--- src/rtl/uart_tx.sv ---
// UART transmitter: 8 data bits LSB-first, even parity, two stop bits,
// fed from a small FIFO so queued bytes go out back-to-back.
module uart_tx #(
  parameter int CLK_FREQ     = 1000000,
  parameter int BAUDRATE     = 9600,
  parameter int CLKS_PER_BIT = CLK_FREQ / BAUDRATE,
  parameter int FIFO_AW      = 2
) (
  input  logic             clk,
  input  logic             rst,
  input  logic [7:0]       tx_data,
  input  logic             tx_valid,
  output logic             tx_ready,
  output logic             tx,
  output logic             tx_busy,
  output logic             tx_done,
  output logic [FIFO_AW:0] fifo_count
);

  localparam int DEPTH = 2 ** FIFO_AW;
  localparam logic [FIFO_AW:0] FULL = (FIFO_AW + 1)'(DEPTH);
  localparam logic [15:0] LAST = 16'(CLKS_PER_BIT - 1);

  typedef enum logic [2:0] {
    IDLE, START, DATA, PARITY, STOP1, STOP2
  } state_t;

  state_t             state;
  logic [7:0]         mem [DEPTH];
  logic [FIFO_AW-1:0] wr_ptr;
  logic [FIFO_AW-1:0] rd_ptr;
  logic [15:0]        clk_cnt;
  logic [2:0]         bit_idx;
  logic [7:0]         shift;
  logic               parity_reg;
  logic [7:0]         head;
  logic               push;
  logic               pop;
  logic               bit_end;
  logic               fifo_empty;

  assign tx_ready   = rst && (fifo_count != FULL);
  assign fifo_empty = (fifo_count == '0);
  assign bit_end    = (clk_cnt == LAST);
  assign push       = tx_valid && tx_ready;
  assign head       = mem[rd_ptr];

  // Pops happen only where a new frame can start: from IDLE, or
  // straight out of the last stop bit to keep frames contiguous.
  assign pop = !fifo_empty &&
               ((state == IDLE) || (state == STOP2 && bit_end));

  always_ff @(posedge clk) begin
    if (push) mem[wr_ptr] <= tx_data;
  end

  always_ff @(posedge clk or negedge rst) begin
    if (!rst) begin
      wr_ptr     <= '0;
      rd_ptr     <= '0;
      fifo_count <= '0;
    end else begin
      if (push) wr_ptr <= wr_ptr + 1'b1;
      if (pop)  rd_ptr <= rd_ptr + 1'b1;
      unique case ({push, pop})
        2'b10:   fifo_count <= fifo_count + 1'b1;
        2'b01:   fifo_count <= fifo_count - 1'b1;
        default: fifo_count <= fifo_count;
      endcase
    end
  end

  always_ff @(posedge clk or negedge rst) begin
    if (!rst) begin
      state      <= IDLE;
      tx         <= 1'b1;
      tx_busy    <= 1'b0;
      tx_done    <= 1'b0;
      clk_cnt    <= '0;
      bit_idx    <= '0;
      shift      <= '0;
      parity_reg <= 1'b0;
    end else begin
      tx_done <= 1'b0;
      clk_cnt <= bit_end ? '0 : clk_cnt + 1'b1;
      unique case (state)
        IDLE: begin
          clk_cnt <= '0;
          tx      <= 1'b1;
          if (pop) begin
            shift      <= head;
            parity_reg <= ^head;
            tx         <= 1'b0;
            tx_busy    <= 1'b1;
            state      <= START;
          end
        end
        START: begin
          if (bit_end) begin
            tx      <= shift[0];
            bit_idx <= '0;
            state   <= DATA;
          end
        end
        DATA: begin
          if (bit_end) begin
            if (bit_idx == 3'd7) begin
              tx    <= parity_reg;
              state <= PARITY;
            end else begin
              tx      <= shift[1];
              shift   <= shift >> 1;
              bit_idx <= bit_idx + 1'b1;
            end
          end
        end
        PARITY: begin
          if (bit_end) begin
            tx    <= 1'b1;
            state <= STOP1;
          end
        end
        STOP1: begin
          if (bit_end) begin
            tx    <= 1'b1;
            state <= STOP2;
          end
        end
        STOP2: begin
          if (bit_end) begin
            tx_done <= 1'b1;
            if (pop) begin
              shift      <= head;
              parity_reg <= ^head;
              tx         <= 1'b0;
              state      <= START;
            end else begin
              tx      <= 1'b1;
              tx_busy <= 1'b0;
              state   <= IDLE;
            end
          end
        end
        default: begin
          tx      <= 1'b1;
          tx_busy <= 1'b0;
          state   <= IDLE;
        end
      endcase
    end
  end

endmodule

--- config.mk ---
export PLATFORM = sky130hd
export DESIGN_NAME = uart_tx
export DESIGN_NICKNAME = d
export VERILOG_FILES = /design/src/rtl/uart_tx.sv
export SDC_FILE = /design/constraint.sdc
export NUM_CORES = 1
export LEC_CHECK = 0
export CORE_ASPECT_RATIO = 1.4
export CORE_MARGIN = 2
export CORE_UTILIZATION = 30
export CTS_CLUSTER_SIZE = 10
export DETAILED_ROUTE_END_ITERATION = 10
export PLACE_DENSITY = 0.58
export SYNTH_ARGS = -nofsm -noshare
export SYNTH_HDL_FRONTEND = slang
export SYNTH_SLANG_ARGS = --single-unit
export TNS_END_PERCENT = 10
--- constraint.sdc ---
create_clock -name clk -period 4.15 [get_ports clk]
set_input_delay 0.83 -clock clk [delete_from_list [all_inputs] [get_ports clk]]
set_output_delay 0.83 -clock clk [all_outputs]
set_load 0.03 [all_outputs]
**After elaboration in Yosys (flattened, before gate mapping)**

Memory sizes are Yosys's and may differ from the RTL's.
Cells that the tools add are included.

- Add/subtract/negate cells: 6
- Multiply operators: 0
- Divide/modulo/power cells: 0
- $lt $le $gt $ge: 0
- Equality and inequality tests: 20
- Shifts and indexed selects: 0
- Mux-type cells: 39
- Bitwise operators: 1
- Reductions and logical operators: 21

Operators by type and width:

| cell | number |
|---|---|
| $mux W16 | 2 |
| $mux W8 | 4 |
| $mux W3 | 10 |
| $pmux W8 S3 | 1 |
| $ne A2 B2 Y1 const B | 9 |
| $pmux W3 S6 | 1 |
| $add A16 B1 Y16 const B | 1 |
| $eq A16 B7 Y1 const B | 1 |
| $mux W1 | 16 |
| $reduce_and A4 Y1 | 4 |
| $pmux W3 S2 | 2 |
| $eq A3 B3 Y1 const B | 3 |
| $reduce_xor A8 Y1 | 1 |
| $reduce_and A7 Y1 | 1 |
| $add A3 B1 Y3 const B | 2 |
| $eq A3 B2 Y1 const B | 2 |
| $logic_not A3 Y1 | 2 |
| $reduce_bool A2 Y1 | 3 |
| $pmux W1 S5 | 1 |
| $add A2 B1 Y2 const B | 2 |
| $logic_and A1 B1 Y1 | 4 |
| $reduce_or A4 Y1 | 1 |
| $eq A3 B1 Y1 const B | 1 |
| $ne A3 B3 Y1 const B | 1 |
| other kinds (12) | 12 |

- Register bits: 41
- Bits in latches: 0
- Memory bits (writable): 32
- Memory bits (read-only): 0
- Input port bits: 11
- Output and inout port bits: 7
- Word-level logic and storage cells: 99
- Memories kept: 1

Memories:

| memory | depth | width | read ports | clocked after memory_dff | write ports | RTL line | text |
|---|---|---|---|---|---|---|---|
| mem | 4 | 8 | 1 | 0 | 1 | 29 | `logic [7:0] mem [DEPTH];` |

**Depth between registers and ports, before layout**

- Depth in word-level cells: 7
- Gate-level depth with buffers: 12
- Gate-level depth less buffers: 11

**Least setup slack after synthesis**

No wires, ideal clock.

- Path kind: input to register
- Start point: input rst
- End point: register fifo_count[2]
- Library setup time: 0.137 ns
- Arrival: 2.588 ns
- Path slack: 1.425 ns
- Stages on the path: 10
- Path buffers: 0
- Path through: inv_1 > a31oi_1 > and2_1 > inv_1 > ha_1 > inv_1 > fa_1 > xor2_1 > nor2_1 > xor2_1

- Word-level cells in the longest chain between the ends: 4
- Elaborated cells between the ends (all ways): 6
- Those cells by class: eq/ne: 2; mux: 1; reduce/logical: 3

RTL lines:

| what | RTL line | text |
|---|---|---|
| start: declaration | 10 | `input logic rst,` |
| $logic_and A1 B1 Y1 * | 42 | `assign tx_ready = rst && (fifo_count != FULL);` |
| named net tx_ready | 13 | `output logic tx_ready,` |
| $logic_and A1 B1 Y1 * | 45 | `assign push = tx_valid && tx_ready;` |
| $eq A2 B1 Y1 or $eq A2 B2 Y1 (tied branches) | 65 | `unique case ({push, pop})` |
| $pmux W3 S2 or $reduce_bool A2 Y1 (tied branches) | - |  |
| end signal: assignment | 66 | `2'b10: fifo_count <= fifo_count + 1'b1;` |
| end signal: assignment | 67 | `2'b01: fifo_count <= fifo_count - 1'b1;` |
| end signal: assignment | 68 | `default: fifo_count <= fifo_count;` |
| end: declaration | 17 | `output logic [FIFO_AW:0] fifo_count` |

The timed path passes the listed nets; every way through them passes the cells marked *.
A chain may end at the register's enable or synchronous reset.

**Worst setup path after layout**

- Start point: input rst
- End point: output tx_ready

- Word-level cells in the longest chain between the ends: 1

RTL lines:

| what | RTL line |
|---|---|
| $logic_and A1 B1 Y1 | 42 |
| end: declaration | 13 |

No other way between the ends.

==> out/qor.json <==
{
  "largest_register_ffs": {"value": 32},
  "finish.utilization": {"value": 0.359},
  "synth_top_family_by_area": {"value": "simple AND/OR/NAND/NOR gates"},
  "cts_setup_buffers": {"value": 0},
  "start_util": {"value": 0.305},
  "worst_skew_pair.late_latency": {"value": 0.34, "unit": "ns"},
  "period_needed": {"value": 2.90, "unit": "ns"},
  "timing.max_slew.rel_slack": {"value": 0.405},
  "reg2reg_depth": {"value": 11},
  "worst_clock_skew": {"value": 0.00411, "unit": "ns"},
  "ant_nets": {"value": 0},
  "finish.net_count": {"value": 305},
  "worstHoldPathType": {"value": "register to register"},
  "detail_route.drc_violations": {"value": 0},
  "setup_violations": {"value": 0},
  "layout-area-overhead-vs-synth": {"value": 17.5, "unit": "%"},
  "gpl.final_weighted_congestion": {"value": 0.715},
  "synth_largest_area_cell": {"value": "dfrtp_1"},
  "finalCritPeriodShare": {"value": 0.699},
  "ctsHtreeMaxLevel": {"value": 3},
  "grt.total_usage": {"value": 0.108},
  "core_area": {"value": 11300, "unit": "um^2"},
  "yosys.area_share.xor_xnor": {"value": 0.0712},
  "n_antenna_cell": {"value": 0},
  "ctsRootBufferMaster": {"value": "clkbuf_16"},
  "grt_pass1_wl": {"value": 10100, "unit": "um"},
  "synth.cells.most_frequent": {"value": "dfrtp_1 (40), edfxtp_1 (32), nor2_1 (21)"},
  "finalSetupTns": {"value": 0, "unit": "ns"},
  "worst_ir_drop_vdd": {"value": 0.466, "unit": "mV"},
  "start_kind": {"value": "primary input"},
  "dieArea": {"value": 12400, "unit": "um^2"},
  "drv.max_cap_violation_count": {"value": 0},
  "synth_compound_area_frac": {"value": 0.0472},
  "postSynthRegisterBits": {"value": 73},
  "timing.rr.start": {"value": "clk_cnt[0]"},
  "timing.critical_path.to_type": {"value": "output pin"},
  "worst_slew_pin_slew": {"value": 0.888, "unit": "ns"},
  "clk_pin_slew_worst_paths": {"value": 0.06, "unit": "ns"},
  "pin_count_of_the_biggest_net_entering_global_routing": {"value": 42},
  "syn_area": {"value": 3440, "unit": "um^2"},
  "synth_sequential_area_ratio": {"value": 0.577},
  "buffer_ports.inserted": {"value": 17},
  "postSynth.topFlopCell": {"value": "dfrtp_1"},
  "power_density_normalized_to_cell_area": {"value": 550, "unit": "nW/um^2"},
  "worstPathArrival": {"value": 2.07, "unit": "ns"},
  "adder_and_majority_gate_portion_of_the_synthesized_area": {"value": 0.0349},
  "leakagePower": {"value": 0.00155, "unit": "uW"},
  "detail_route.wl_per_cell": {"value": 13.8, "unit": "um"},
  "finalWirelength": {"value": 6010, "unit": "um"},
  "fmax": {"value": 0.345, "unit": "GHz"},
  "fp.dieH": {"value": 131, "unit": "um"},
  "number_of_buffers_added_by_the_clock_tree_synthesis_step": {"value": 9},
  "netlist-cell-type-count": {"value": 47},
  "synthTopCellsByArea": {"value": "dfrtp_1 (29%), edfxtp_1 (28%), mux4_2 (5.2%)"},
  "biggest_registers_after_layout": {"value": "mem x32, clk_cnt x16, shift x8"},
  "asyncSetResetFlopFracSynth": {"value": 0.562},
  "die_width": {"value": 94.5, "unit": "um"},
  "grt_pass1_vias": {"value": 2048},
  "groute.layer.met3.usage": {"value": 0.0269},
  "worstReg2RegEnd": {"value": "fifo_count[2]"},
  "yosys-mux-area-fraction": {"value": 0.107},
  "cts.hold.buffers_added": {"value": 0},
  "reg2reg_setup_slack": {"value": 1.41, "unit": "ns"},
  "synth-simple-area-share": {"value": 0.129},
  "rows": {"value": 46},
  "netlist_instances": {"value": 266},
  "grt_setup_unrepaired": {"value": "no"},
  "grt_busiest_layer": {"value": "met2"},
  "synthesis.yosys.warnings": {"value": 0},
  "first_iter_violations": {"value": 130},
  "worstSetupPathType": {"value": "primary input to output pin"},
  "result_of_the_run": {"value": "complete, no violations"},
  "synth_top_area_frac": {"value": 0.291},
  "clock-sinks": {"value": 73},
  "share_of_cells_above_drive_strength_1": {"value": 0.172},
  "clock_tree.buffer_depth": {"value": 2},
  "min_delay_path_depth": {"value": 2},
  "mapped_nets": {"value": 286},
  "cts-resized-gates": {"value": 0},
  "timing.final.max_slew_violations": {"value": 0},
  "tritoncts": {"value": "done"},
  "place_hpwl": {"value": 4110, "unit": "um"},
  "critical_path.max_fanout": {"value": 6},
  "grt_util_met2": {"value": 0.182},
  "syn_avg_cell_area": {"value": 12.9, "unit": "um^2"},
  "antenna_found_initial": {"value": 0},
  "pin_count": {"value": 18},
  "largest_register": {"value": "mem"},
  "hold_start": {"value": "tx"},
  "synth_edf_count": {"value": 32},
  "synthMostInstantiatedCell": {"value": "dfrtp_1"},
  "vias_per_cell": {"value": 4.72},
  "cp.required": {"value": 3.32, "unit": "ns"},
  "final-hold-violation-count": {"value": 0},
  "sum_of_overflow_across_all_layers_after_global_routing": {"value": 0},
  "detailedRoute.firstPassIterationCount": {"value": 4},
  "hold_path_end": {"value": "tx"},
  "gr-usage-met1": {"value": 0.128},
  "route.vias.total": {"value": 2048}
}
==> report_power, final <==
group	switching (uW)	internal, uW	total, uW
clock network	328	479	807
registers	102	869	971
logic	228	217	445
total	658	1560	2220
==> logic make-up (layout without fill, tap and decap cells) <==
logic type                 after synthesis  in the layout
and+or+nand+nor                         83             83
DFF                                     73             73
xor gates and xnor gates                28             28
muxes                                   25             25
AOI/OAI and AO/OA                       24             24
buffers and inverters                   24             48
adders and majority gates                9              9
==> layer usage <==
metal	vias up	wire length, um
met5	-	0
met4	0	139
met3	11	175
met2	35	3010
met1	1016	2680
li1	986	-
==> critical path, cell delays in order <==
cell	delay (ns)
buf_2	0.11
inv_1	0.04
a31oi_1	0.33
clkdlybuf4s50_1	0.76
==> worst max-delay path by stage <==
stage	start	to	slack, ns	depth (start not counted)
after global routing	clk_cnt[0]	fifo_count[2]	1.15	11
after detailed placement	rst	tx_ready	1.25	4
after global placement	rst	tx_ready	1.26	4
after floorplan	rst	fifo_count[2]	1.43	10
final	rst	tx_ready	1.25	4
after CTS	rst	tx_ready	1.24	4
==> placed cells by master (no fill, tap or decap), types with 2 or more instances in the layout <==
master,synthesis,final
a21oi_1,4,4
a22o_1,3,3
and3_1,6,6
clkbuf_16,0,9
clkdlybuf4s50_1,0,16
dfrtp_1,40,40
edfxtp_1,32,32
ha_1,8,8
inv_1,14,14
inv_6,0,4
mux2_2,15,15
mux2i_1,2,2
mux4_2,8,8
nand2_1,15,15
nand3_1,10,10
nand4_1,2,2
nor2_1,21,21
nor3_1,12,12
nor4b_1,2,2
o21ai_0,8,8
or3_1,4,4
xnor2_1,19,19
xor2_1,9,9
==> cell type report <==
class / instances / area (um^2)
clock buffers: 9 / 225
clock inverters: 7 / 85.1
fillers: 1136 / 7240
inverters: 14 / 52.6
multi-input cells: 169 / 1340
flip-flops and latches: 73 / 1990
well taps: 144 / 180
repair buffers: 18 / 173
==> per-stage QoR <==
step / setup WS (ns) / instance area (um^2) / std cells / total power, uW / hold slack [ns]
after floorplan: 1.43 / 3440 / 266 / 1300 / 0.455
after global routing: 1.15 / 4050 / 434 / 2340 / 0.501
after global placement: 1.26 / 3730 / 418 / 1430 / 0.468
after CTS: 1.24 / 4050 / 434 / 2250 / 0.497
final: 1.25 / 4050 / 434 / 2220 / 0.493
after detailed placement: 1.25 / 3730 / 418 / 1440 / 0.488
Note: power is estimated with default switching activity, not from simulation.
